--- src/rtl/timer_entry_pkg.sv ---
// timer_entry_pkg: shared constants and key FSM encoding for the timer-entry path
package timer_entry_pkg;
  localparam int BCD_W = 4;
  localparam int NUM_DIGITS = 4;
  localparam int MAX_DIGIT = 9;
  typedef enum logic [1:0] {IDLE, PRESS, ACCEPT, RELEASE} key_state_t;
endpackage

--- src/rtl/key_debouncer.sv ---
// key_debouncer: synchronizes loadn/code and emits one press pulse per clean keypress
module key_debouncer
  import timer_entry_pkg::*;
#(
  parameter int DEB_CYCLES = 4,
  parameter int DEB_W = 3
) (
  input  logic             clk,
  input  logic             resetn,
  input  logic [BCD_W-1:0] i_code,
  input  logic             i_loadn,
  output logic             o_press_pulse,
  output logic [BCD_W-1:0] o_code
);
  localparam logic [DEB_W-1:0] LAST = DEB_W'(DEB_CYCLES - 1);
  logic [BCD_W:0] r_sync1, r_sync2;
  key_state_t r_state, w_state_nx;
  logic [DEB_W-1:0] r_cnt, w_cnt_nx;
  logic [BCD_W-1:0] r_code, w_code_nx;
  logic w_loadn;
  logic [BCD_W-1:0] w_code;
  assign w_loadn = r_sync2[BCD_W];
  assign w_code = r_sync2[BCD_W-1:0];
  assign o_press_pulse = (r_state == ACCEPT);
  assign o_code = r_code;
  // two-flop synchronizer, idles high so reset looks like "no key"
  always_ff @(posedge clk or negedge resetn) begin
    if (!resetn) begin
      r_sync1 <= '1;
      r_sync2 <= '1;
    end else begin
      r_sync1 <= {i_loadn, i_code};
      r_sync2 <= r_sync1;
    end
  end
  // state, stability counter and latched code
  always_ff @(posedge clk or negedge resetn) begin
    if (!resetn) begin
      r_state <= IDLE;
      r_cnt <= '0;
      r_code <= '0;
    end else begin
      r_state <= w_state_nx;
      r_cnt <= w_cnt_nx;
      r_code <= w_code_nx;
    end
  end
  // press must stay stable DEB_CYCLES cycles; release must stay high DEB_CYCLES cycles
  always_comb begin
    w_state_nx = r_state;
    w_cnt_nx = r_cnt;
    w_code_nx = r_code;
    case (r_state)
      IDLE: begin
        if (!w_loadn) begin
          w_state_nx = (DEB_CYCLES == 1) ? ACCEPT : PRESS;
          w_code_nx = w_code;
          w_cnt_nx = (DEB_CYCLES == 1) ? '0 : DEB_W'(1);
        end
      end
      PRESS: begin
        if (w_loadn) begin
          w_state_nx = IDLE;
          w_cnt_nx = '0;
        end else if (w_code != r_code) begin
          w_code_nx = w_code;
          w_cnt_nx = DEB_W'(1);
        end else if (r_cnt >= LAST) begin
          w_state_nx = ACCEPT;
          w_cnt_nx = '0;
        end else begin
          w_cnt_nx = r_cnt + DEB_W'(1);
        end
      end
      ACCEPT: begin
        w_state_nx = RELEASE;
        w_cnt_nx = '0;
      end
      default: begin
        if (!w_loadn) begin
          w_cnt_nx = '0;
        end else if (r_cnt >= LAST) begin
          w_state_nx = IDLE;
          w_cnt_nx = '0;
        end else begin
          w_cnt_nx = r_cnt + DEB_W'(1);
        end
      end
    endcase
  end
endmodule

--- src/rtl/keypad_digit_register.sv ---
// keypad_digit_register: turns debounced keypresses into a 4-digit BCD MM:SS entry register
module keypad_digit_register
  import timer_entry_pkg::*;
#(
  parameter int DEB_CYCLES = 4,
  parameter int DEB_W = 3
) (
  input  logic        clk,
  input  logic        resetn,
  input  logic [3:0]  D,
  input  logic        loadn,
  input  logic        enablen,
  input  logic        clearn,
  output logic [15:0] digits,
  output logic        digit_strobe,
  output logic        entry_full
);
  logic w_press;
  logic [BCD_W-1:0] w_code;
  logic w_shift;
  logic [BCD_W*NUM_DIGITS-1:0] r_digits;
  logic [2:0] r_count;
  logic r_strobe;
  key_debouncer #(.DEB_CYCLES(DEB_CYCLES), .DEB_W(DEB_W)) u_deb (
    .clk(clk),
    .resetn(resetn),
    .i_code(D),
    .i_loadn(loadn),
    .o_press_pulse(w_press),
    .o_code(w_code)
  );
  assign w_shift = w_press && !enablen && (w_code <= BCD_W'(MAX_DIGIT)) && (r_count < 3'(NUM_DIGITS));
  assign digits = r_digits;
  assign digit_strobe = r_strobe;
  assign entry_full = (r_count == 3'(NUM_DIGITS));
  // clear beats a same-edge shift; full or invalid presses leave the register untouched
  always_ff @(posedge clk or negedge resetn) begin
    if (!resetn) begin
      r_digits <= '0;
      r_count <= '0;
      r_strobe <= 1'b0;
    end else if (!clearn) begin
      r_digits <= '0;
      r_count <= '0;
      r_strobe <= 1'b0;
    end else begin
      r_strobe <= w_shift;
      if (w_shift) begin
        r_digits <= {r_digits[BCD_W*(NUM_DIGITS-1)-1:0], w_code};
        r_count <= r_count + 3'd1;
      end
    end
  end
endmodule

--- config.mk ---
export PLATFORM = sky130hd
export DESIGN_NAME = keypad_digit_register
export DESIGN_NICKNAME = d
export VERILOG_FILES = /design/src/rtl/timer_entry_pkg.sv /design/src/rtl/key_debouncer.sv /design/src/rtl/keypad_digit_register.sv
export SDC_FILE = /design/constraint.sdc
export NUM_CORES = 1
export LEC_CHECK = 0
export BUFFER_PORTS_ARGS = -buffer_cell sky130_fd_sc_hd__buf_2
export CAP_MARGIN = 20
export CORE_MARGIN = 10
export CORE_UTILIZATION = 40
export CTS_CLUSTER_SIZE = 30
export DETAILED_ROUTE_END_ITERATION = 8
export PLACE_DENSITY = 0.71
export SYNTH_ARGS = -nofsm -noshare
export SYNTH_HDL_FRONTEND = slang
export SYNTH_SLANG_ARGS = --single-unit
--- constraint.sdc ---
create_clock -name clk -period 1.9 [get_ports clk]
set_clock_uncertainty 0.05 [all_clocks]
set_input_delay 0.285 -clock clk [delete_from_list [all_inputs] [get_ports clk]]
set_output_delay 0.285 -clock clk [all_outputs]
set_load 0.01 [all_outputs]
==> results.md <==
Synth:
- After synthesis, the largest area contributor takes up a little under half of total cell area.
- The library cell occupying the most area in the post-synthesis netlist is sky130_fd_sc_hd__dfrtp_1.
- Synthesis instantiated 28 different standard cells from the library.
- Of the synthesized area, sequential elements account for around three fifths.
- The Yosys step of the flow raised 0 warnings.
- The register bit total from synthesis is 39.
- The number of nets handed over by synthesis was 140.
- The most used flip-flop cell after synthesis is sky130_fd_sc_hd__dfrtp_1.
- A synthesized cell averages 12.6 µm².
- The fraction of synthesis flops using an asynchronous set or reset pin is 100%.
- The synthesized instance count is 127.
- By area the synthesized netlist is led by sky130_fd_sc_hd__dfrtp_1, sky130_fd_sc_hd__dfstp_2, sky130_fd_sc_hd__mux2i_1, sky130_fd_sc_hd__nor2_1, sky130_fd_sc_hd__ha_1.
- The number of enable-type register cells in the synthesized netlist is 0.
- The mapped cell area is around 1600 µm².

Pwr:
- The internal power component is around 1.3 mW.
- The switching fraction of total power is approximately 23%.
- The clock network accounts for between 30% and 40% of the total power.
- The combinational group share of total power is 8.2%.
- The analysis attributes to cell leakage a power of about 1 nW.
- The cell area power density is 877 nW/µm².
- The largest voltage drop on the vdd net is between 0.4 and 0.5 mV.
- The power spent charging and discharging nets is approximately 0.38 mW.
- Registers are responsible for 55.6% of the overall power.

Detailed routing:
- The via total after detailed routing is just over 1,000.
- Using the TritonRoute via totals, the vias-per-cell ratio works out to just under 5.
- The first-pass iteration count of the detailed router is 4.
- The final routed wire length divided by cell count is around 14 µm.
- The total length of routed wires is 2.87 mm.
- After the first detailed-routing iteration, the DRC count stood at 71.
- The remaining design rule violation count is 0.
- The count of nets left with antenna violations once routing finished came out at 0.

Placement:
- The post-place instance area is between 1500 and 2000 µm².
- The HPWL after detailed placement is 2.08 mm.
- The final estimated routing congestion in global placement is about 0.83.
- The number of buffer cells added on primary ports is 26.

Clocking:
- The number of sinks driven by the clock tree is 39.
- TritonCTS built the clock tree.
- The clock transition at the registers of the reported paths is around 0.07 ns.
- No sink is reached through more buffers than the 2 on the longest clock path.
- The post-CTS resize count is 0.
- The post-CTS setup repair buffer count is 0.
- Buffers inserted during clock tree synthesis total 5.
- In this run, post-CTS hold repair placed 0 buffers.
- The clock latency of the later-clocked register in the worst-skew pair is ~0.29 ns.
- The number of H-tree levels is 2.
- The tree is rooted in a sky130_fd_sc_hd__clkbuf_8.

GRT:
- The total congestion overflow is 0.
- The number of antenna violations at the first check in global routing came to 0.
- In the global route stage, overall resource usage came out at 8.99%.
- The maximum number of pins on one net before global-route repair is 40.
- The via count of the first global-routing pass is about 1,100.
- The global-route wire length before repair is about 5.2 mm.

Timing:
- The post-route fraction of the period consumed by the critical path is between 80% and 90%.
- Static timing analysis puts the maximum clock frequency at roughly 590 MHz.
- Headroom to the max-slew limit came out at 60.5%.
- Subtracting the final worst setup slack from the clock period gives approximately 1.7 ns.
- Setup repair after global routing left no endpoint under its margin.
- The tightest hold margin is -0.00910 ns.
- The final max-slew violation count is 0.
- The total negative setup slack is 0 ns.
- The number of failing hold endpoints at the final stage is 28.
- The final setup violation count is 0.
- The slew at the pin closest to its max-slew limit is 0.592 ns.

Floorplan:
- The die is 83.4 µm wide.
- The number of placed I/O pins is 27.
- The area of the core is ~3800 µm².
- The initial standard-cell utilization of the core is a little over two fifths.
- The floorplan die height is roughly 83 µm.
- The number of placement rows is 22.
- The floorplan step defined a die boundary enclosing 6950 µm².

Min path:
- The path type of the worst min-delay path is in -> async.

Setup path:
- The startpoint of the worst-slack reg-to-reg timing path is u_deb.r_cnt[0].
- The worst setup path startpoint is u_deb.r_cnt[0].
- Data arrives at the worst endpoint at approximately 1.9 ns.
- Along the worst path, the maximum fanout reaches 5.
- The data required time at the worst endpoint is a little over 2 ns.
- The worst setup path is captured at a flop.
- The critical path class is reg -> reg.
- STA classifies the critical path startpoint as a flop.

Run status:
- The final reports fail on negative hold slack.
- The flow ran to the end, but the final reports show violations.

Layout:
- 0 antenna diodes ended up in the layout.
- The utilization after layout is between 40% and 50%.
- The area added between synthesis and finish is 17.1%.
- The fraction of final layout cells sized beyond drive strength 1 is about a third.
- After routing the design area is 1880 µm².
- The number of nets in the layout is 170.

Job:
- Across the run, the number of max-cap violations was 0.
## worst paths after layout
path / to / depth (start not counted) / slack (ns)
setup / recovery: u_deb.r_state[0] / 6 / 0.21
hold / removal: digits[6] / 2 / -0.009
setup reg to reg: u_deb.r_state[0] / 6 / 0.21
hold reg to reg: u_deb.r_sync2[4] / 0 / 0.30
max in group asynchronous: u_deb.r_sync2[3] / 2 / 1.45
min in group clk: u_deb.r_sync1[3] / 1 / 0.04
## Yosys cell counts, types with 3 or more instances
master and instances:
sky130_fd_sc_hd__a21oi_1 6, sky130_fd_sc_hd__dfstp_2 10, sky130_fd_sc_hd__xor2_1 4, sky130_fd_sc_hd__inv_1 5
sky130_fd_sc_hd__o31ai_1 3, sky130_fd_sc_hd__nor2_1 21, sky130_fd_sc_hd__mux2i_1 15, sky130_fd_sc_hd__nand3_1 5
sky130_fd_sc_hd__clkbuf_1 3, sky130_fd_sc_hd__dfrtp_1 29, sky130_fd_sc_hd__ha_1 4, sky130_fd_sc_hd__mux2_2 4
sky130_fd_sc_hd__nand2_1 3
## registers in the layout, summed over array words and instances (netlist names)
register,cells
digit_strobe,1
u_deb.r_sync2,5
u_deb.r_sync1,5
r_count,3
u_deb.r_cnt,3
u_deb.o_code,4
digits,16
u_deb.r_state,2
## kinds of logic after synthesis
kind of cell	share of synthesized area, %
adders and majority gates	3.12
DFF	61.6
xor gates and xnor gates	2.73
muxes	12.2
buffers and inverters	2.57
and+or+nand+nor	11.8
AOI/OAI and AO/OA	6.08
## stage by stage
stage	hold WS (ns)	setup slack [ns]	instances	power [mW]
after CTS	0.00361	0.209	206	1.67
after floorplan	-0.0606	0.386	127	1.02
after global placement	0.296	0.300	198	1.06
final	-0.00910	0.211	206	1.65
after global routing	0.0167	0.0580	206	1.74
after detailed placement	0.297	0.225	198	1.07
## metal layers
| metal | wire length (µm) | GRT usage (%) | part of all wire, % | up-vias |
|---|---|---|---|---|
| li1 | - | - | - | 488 |
| met1 | 1240 | 9.63 | 43 | 504 |
| met5 | 0 | 0 | 0 | - |
| met3 | 103 | 3.81 | 3.6 | 6 |
| met4 | 47 | 3.69 | 1.6 | 0 |
| met2 | 1480 | 15.2 | 52 | 16 |
## worst max-delay path, cell delays in order, from the launching register on
cell	delay, ns
sky130_fd_sc_hd__dfrtp_1	0.43
sky130_fd_sc_hd__ha_1	0.22
sky130_fd_sc_hd__ha_1	0.21
sky130_fd_sc_hd__nor2_1	0.17
sky130_fd_sc_hd__a21boi_0	0.20
sky130_fd_sc_hd__a21oi_1	0.19
sky130_fd_sc_hd__a2bb2oi_1	0.16
## placed cells by master (no fill, tap or decap), drive strengths merged
master    n
mux2      4
dfstp    10
xnor2     1
o31a      1
a32oi     1
nor2b     1
ha        4
nand2     4
clkbuf    8
mux2i    15
inv       5
a31oi     1
and2      2
a21oi     6
xor2      4
nor4      1
a21boi    1
nand3     5
a2bb2oi   1
nand2b    1
buf      27
o31ai     3
nor2     21
o21ai     1
dfrtp    29
nor4b     1
## power by group through the flow
stage / Sequential, mW / Combinational (mW) / Clock (mW)
final: 0.917 / 0.135 / 0.598
after global routing: 0.922 / 0.153 / 0.669
after CTS: 0.917 / 0.138 / 0.612
after detailed placement: 0.932 / 0.138 / 0
after floorplan: 0.920 / 0.0971 / 0
after global placement: 0.930 / 0.131 / 0
## layout make-up
type	count	area [µm²]
fillers	318	1890
repair buffers	27	138
inverters	5	18.8
well taps	48	60.1
multi-input cells	79	576
clock buffers	8	100
flip-flops and latches	39	988
Note: power is estimated with default switching activity, not from simulation.
